[src/rtl/mem_arbiter.sv]
// Two-port round-robin arbiter for the unified memory of the multicycle core.
// Port 0 is the CPU datapath, port 1 the loader/debug port; one access in flight at a time.
module mem_arbiter #(
  parameter int AW      = 32,
  parameter int DW      = 32,
  parameter int TIMEOUT = 15
) (
  input  logic          clk,
  input  logic          Reset,
  input  logic          cpu_req,
  input  logic          cpu_we,
  input  logic [AW-1:0] cpu_addr,
  input  logic [DW-1:0] cpu_wdata,
  output logic [DW-1:0] cpu_rdata,
  output logic          cpu_done,
  output logic          cpu_stall,
  input  logic          ldr_req,
  input  logic          ldr_we,
  input  logic [AW-1:0] ldr_addr,
  input  logic [DW-1:0] ldr_wdata,
  output logic [DW-1:0] ldr_rdata,
  output logic          ldr_done,
  output logic          mem_en,
  output logic          mem_we,
  output logic [AW-1:0] mem_addr,
  output logic [DW-1:0] mem_wdata,
  input  logic [DW-1:0] mem_rdata,
  input  logic          mem_ready,
  output logic          err,
  output logic [1:0]    state_dbg
);

  // Handshake: a requester holds req (and its we/addr/wdata) until its done pulse;
  // the arbiter samples req only in IDLE, so req must drop on the edge after done.

  typedef enum logic [1:0] {IDLE = 2'd0, BUSY = 2'd1, RESP = 2'd2} state_t;

  localparam int            CW     = (TIMEOUT > 0) ? $clog2(TIMEOUT + 1) : 1;
  localparam logic [CW-1:0] TO_CNT = CW'(TIMEOUT);

  state_t        state_q, state_d;
  logic          owner_q, owner_d;   // 0 = CPU, 1 = loader
  logic          last_q, last_d;
  logic          we_q, we_d;
  logic [AW-1:0] addr_q, addr_d;
  logic [DW-1:0] wdata_q, wdata_d;
  logic [CW-1:0] cnt_q, cnt_d;
  logic [DW-1:0] cpu_rdata_q, cpu_rdata_d;
  logic [DW-1:0] ldr_rdata_q, ldr_rdata_d;
  logic          err_q, err_d;
  logic          timeout_hit;
  logic          grant_ldr;

  assign timeout_hit = (TIMEOUT != 0) && (cnt_q == TO_CNT);
  // On a tie the loader wins only if the CPU was served last.
  assign grant_ldr   = ldr_req & (~cpu_req | ~last_q);

  always_ff @(posedge clk) begin
    if (Reset) begin
      state_q     <= IDLE;
      owner_q     <= 1'b0;
      last_q      <= 1'b1;
      we_q        <= 1'b0;
      addr_q      <= '0;
      wdata_q     <= '0;
      cnt_q       <= '0;
      cpu_rdata_q <= '0;
      ldr_rdata_q <= '0;
      err_q       <= 1'b0;
    end else begin
      state_q     <= state_d;
      owner_q     <= owner_d;
      last_q      <= last_d;
      we_q        <= we_d;
      addr_q      <= addr_d;
      wdata_q     <= wdata_d;
      cnt_q       <= cnt_d;
      cpu_rdata_q <= cpu_rdata_d;
      ldr_rdata_q <= ldr_rdata_d;
      err_q       <= err_d;
    end
  end

  always_comb begin
    state_d = state_q;
    case (state_q)
      IDLE:    if (cpu_req | ldr_req) state_d = BUSY;
      BUSY:    if (mem_ready | timeout_hit) state_d = RESP;
      RESP:    state_d = IDLE;
      default: state_d = IDLE;
    endcase
  end

  always_comb begin
    owner_d     = owner_q;
    last_d      = last_q;
    we_d        = we_q;
    addr_d      = addr_q;
    wdata_d     = wdata_q;
    cnt_d       = cnt_q;
    cpu_rdata_d = cpu_rdata_q;
    ldr_rdata_d = ldr_rdata_q;
    err_d       = err_q;
    if (state_q == IDLE && (cpu_req | ldr_req)) begin
      owner_d = grant_ldr;
      we_d    = grant_ldr ? ldr_we    : cpu_we;
      addr_d  = grant_ldr ? ldr_addr  : cpu_addr;
      wdata_d = grant_ldr ? ldr_wdata : cpu_wdata;
      cnt_d   = '0;
    end else if (state_q == BUSY) begin
      // mem_ready wins over the watchdog when both land in the same cycle.
      if (mem_ready | timeout_hit) begin
        last_d = owner_q;
        if (!mem_ready) err_d = 1'b1;
        if (!we_q) begin
          if (owner_q) ldr_rdata_d = mem_ready ? mem_rdata : '0;
          else         cpu_rdata_d = mem_ready ? mem_rdata : '0;
        end
      end else begin
        cnt_d = cnt_q + CW'(1);
      end
    end
  end

  always_comb begin
    mem_en    = (state_q == BUSY);
    mem_we    = (state_q == BUSY) & we_q;
    mem_addr  = addr_q;
    mem_wdata = wdata_q;
    cpu_done  = (state_q == RESP) & ~owner_q;
    ldr_done  = (state_q == RESP) & owner_q;
    cpu_stall = cpu_req & ~cpu_done;
    cpu_rdata = cpu_rdata_q;
    ldr_rdata = ldr_rdata_q;
    err       = err_q;
    state_dbg = state_q;
  end

endmodule

[config.mk]
export PLATFORM = sky130hd
export DESIGN_NAME = mem_arbiter
export DESIGN_NICKNAME = d
export VERILOG_FILES = /design/src/rtl/mem_arbiter.sv
export SDC_FILE = /design/constraint.sdc
export NUM_CORES = 1
export LEC_CHECK = 0
export CORE_MARGIN = 2
export CORE_UTILIZATION = 39
export DETAILED_ROUTE_END_ITERATION = 6
export PLACE_DENSITY = 0.8
export SYNTH_ARGS = -nofsm -noshare
export SYNTH_HDL_FRONTEND = slang
export SYNTH_SLANG_ARGS = --single-unit
[constraint.sdc]
create_clock -name clk -period 2 [get_ports clk]
set_input_delay 0.4 -clock clk [delete_from_list [all_inputs] [get_ports clk]]
set_output_delay 0.4 -clock clk [all_outputs]
set_load 0.01 [all_outputs]
==> summary.txt <==
Yosys
  • Synthesized area per cell: 10.7 µm²
  • Cell Area, Synth: 5560 µm²
  • Share of the synthesized area in the top cell type: 49.7%
  • Top post-synthesis cells by area: dfxtp_1, mux2i_1, o2bb2ai_1
  • Register area share after synthesis: 49.7%
  • Net Count, Synth: 687
  • Synth unique cells: 37
  • Ys flop type: dfxtp_1
  • Area leader, netlist: dfxtp_1
  • Count of warnings emitted by yosys: 0
  • Adder-cell area share of the yosys netlist: 0.225%
  • Compound-Gate Fraction of Synth Area: 12.2%
  • Mapped Cells: 519
  • Ys async rst share: 0%
  • Yosys reg bits: 138
  • Post-synthesis mux area share: 23.2%
  • Post-synth EDFFs: 0
  • Largest family of logic cells by synthesized area: multiplexers
  • Synth cell count leaders: dfxtp_1, mux2i_1, nand2_1
  • Count leader, synth: dfxtp_1
  • Simple logic cell fraction of the synthesized area: 9.82%
  • Post-Synth XOR/XNOR Area: 0%

Setup path
  • CP Max Fanout: 6
  • Critical path's slowest cell: clkdlybuf4s50_1
  • Crit Path Category: reg2out
  • Worst path arrival time: 1.55 ns
  • Crit-path max cell delay: 0.54 ns
  • Cell chain of the critical path: and3b_2, clkdlybuf4s50_1
  • Crit. End Element: output port
  • Startpoint types: flip-flop
  • WP data required: 1.60 ns

Power and ir drop
  • VDD IR max: 0.457 mV
  • Clk pwr share: 42.4%
  • Comb pwr share: 17.7%
  • Pwr Density: 790 nW/µm²
  • Net Sw Power: 1870 µW
  • Sw Share: 24.8%
  • Flop pwr share: 39.9%
  • Lkg Pwr: 0.00387 µW
  • Internal power: 5660 µW

Timing
  • Rel. slew slack: 68.1%
  • Min Tclk post-route: 1.95 ns
  • Worst Max-Slew Pin Slew: 0.473 ns
  • Highest Clock Rate: 0.512 GHz
  • Final WS setup: 0.0468 ns
  • Clock skew: 0.00512 ns
  • Crit share post-route: 97.7%
  • RSZ-0062 raised after global routing: false
  • TNS Setup: 0 ns
  • Final Hold Fails: 0
  • Finish-stage setup viols: 0
  • Final Slew Violations: 0

Floorplan
  • Core Rows: 43
  • Core area: 13900 µm²
  • Die Height: 123 µm
  • # IOs: 303
  • Initial Utilization: 40.0%
  • Die Span X: 123 µm
  • Die area: 15200 µm²

Global route
  • Vias in the first global route: 5246
  • First-pass GRT wire length: 26900 µm
  • GRT overflow: 0
  • Gr usage total: 22.9%
  • Largest net degree at the start of global routing: 58
  • Antenna violations before repair: 0

Cells and area
  • Area Growth Syn to Fin: 71.6%
  • # diodes: 0
  • Final #Nets: 994
  • Filler cells: 997
  • Share of cells above drive strength 1: 9.18%

CTS
  • CTS max path bufs: 2
  • Clock sink count: 138
  • CTS H-tree depth: 4
  • CTS tree: yes
  • Setup Fix Bufs, Post-CTS: 0
  • Root buffer cell: clkbuf_16
  • Reg clk slew, reported paths: 0.06 ns
  • Cts hold-fix bufs: 0
  • Worst-Skew Late Latency: 0.42 ns
  • Inserted Clock Buffers: 17

Placement
  • DPL Wire Length: 13300 µm
  • Final weighted congestion in routability-driven placement: 0.776
  • Place WS: -0.0940 ns
  • I/O Buffers: 302

Route
  • Drt pass-1 iters: 4
  • DR DRC count: 0
  • DR WL/cell: 17.3 µm
  • Post-Route WL: 17600 µm
  • Vias per cell: 5.07
  • DRT antenna net count: 0
  • Starting DRC count in detailed routing: 287
  • Vias post-DR: 5168

Flow run
  • Max-Cap Viols: 0

Status
  • Status: completed

Min path
  • Worst min-delay path class: reg2reg
[routing by layer]
metal	up-vias	routed length (µm)	track usage (%)
li1	2504	-	-
met3	27	1460	6.37
met4	0	289	7.74
met5	-	0	0
met2	245	8790	39.2
met1	2392	7040	27.5
[worst paths after layout]
path / from / endpoint / slack [ns] / depth (start not counted)
worst max-delay path: state_dbg[0] / ldr_done / 0.05 / 2
worst min-delay path: cpu_rdata[1] / cpu_rdata[1] / 0.46 / 2
worst max register to register: cnt_q[0] / cpu_rdata[3] / 0.19 / 5
worst min register to register: cpu_rdata[1] / cpu_rdata[1] / 0.46 / 2
[power by group through the flow]
| stage | Combinational, µW | Clock, µW | Sequential, µW |
|---|---|---|---|
| final | 1330 | 3200 | 3010 |
| after global routing | 1410 | 3370 | 3020 |
| after CTS | 1340 | 3240 | 3000 |
| after detailed placement | 1340 | 0 | 3050 |
| after global placement | 1310 | 0 | 3050 |
| after floorplan | 441 | 0 | 3110 |
[sequential cells by signal, summed over array words and instances (netlist names)]
name / cells
cnt_q: 4
state_dbg: 2
err: 1
last_q: 1
we_q: 1
mem_addr: 32
owner_q: 1
ldr_rdata: 32
mem_wdata: 32
cpu_rdata: 32
[critical path, delay by kind of cell (launching register included)]
| kind | cells | cell delay (ns) |
|---|---|---|
| flops | 1 | 0.36 |
| buf+inv | 1 | 0.54 |
| simple gates | 1 | 0.24 |
[cells by family (layout without fill, tap and decap cells)]
| kind of cell | count (synthesis) | in the layout |
|---|---|---|
| flops | 138 | 138 |
| compound gates | 83 | 83 |
| buf+inv | 47 | 367 |
| mux | 129 | 129 |
| simple gates | 121 | 121 |
| fa+ha+maj | 1 | 1 |
[timing repair]
action	4_1_cts	5_1_grt
setup endpoints to repair	5	1
pin swaps	0	0
gates resized for setup	9	1
gates cloned	0	0
endpoints found under the hold margin	0	0
[area by class of cell]
type,count,area [µm²],area share (%)
clock buffer,18,429,4.50
multi-input combinational,334,2570,27.0
sequential,138,2770,29.0
clock inverter,14,173,1.81
inverter,3,11.3,0.118
tap,180,225,2.36
timing repair buffer,332,3360,35.2
[stage by stage]
stage	power [µW]	hold WS (ns)	std cells	util, %	cell area, µm²
after floorplan	3560	0.464	519	-	5560
after global placement	4360	0.444	987	64.3	8920
after detailed placement	4390	0.445	987	64.3	8920
after CTS	7590	0.461	1019	68.7	9530
after global routing	7800	0.478	1019	68.7	9530
final	7530	0.459	1019	68.7	9530
[layout by cell type, fill, tap and decap left out, types with 5 or more instances in the layout]
cell | netlist | final
a21oi_1 | 6 | 5
buf_12 | 3 | 9
buf_4 | 3 | 21
clkbuf_16 | 0 | 17
clkdlybuf4s50_1 | 0 | 298
clkinvlp_4 | 0 | 5
dfxtp_1 | 138 | 135
mux2i_1 | 129 | 129
nand2_1 | 66 | 66
nand3_1 | 37 | 36
nor2_1 | 5 | 5
o2bb2ai_1 | 64 | 64
Note: power is estimated with default switching activity, not from simulation.
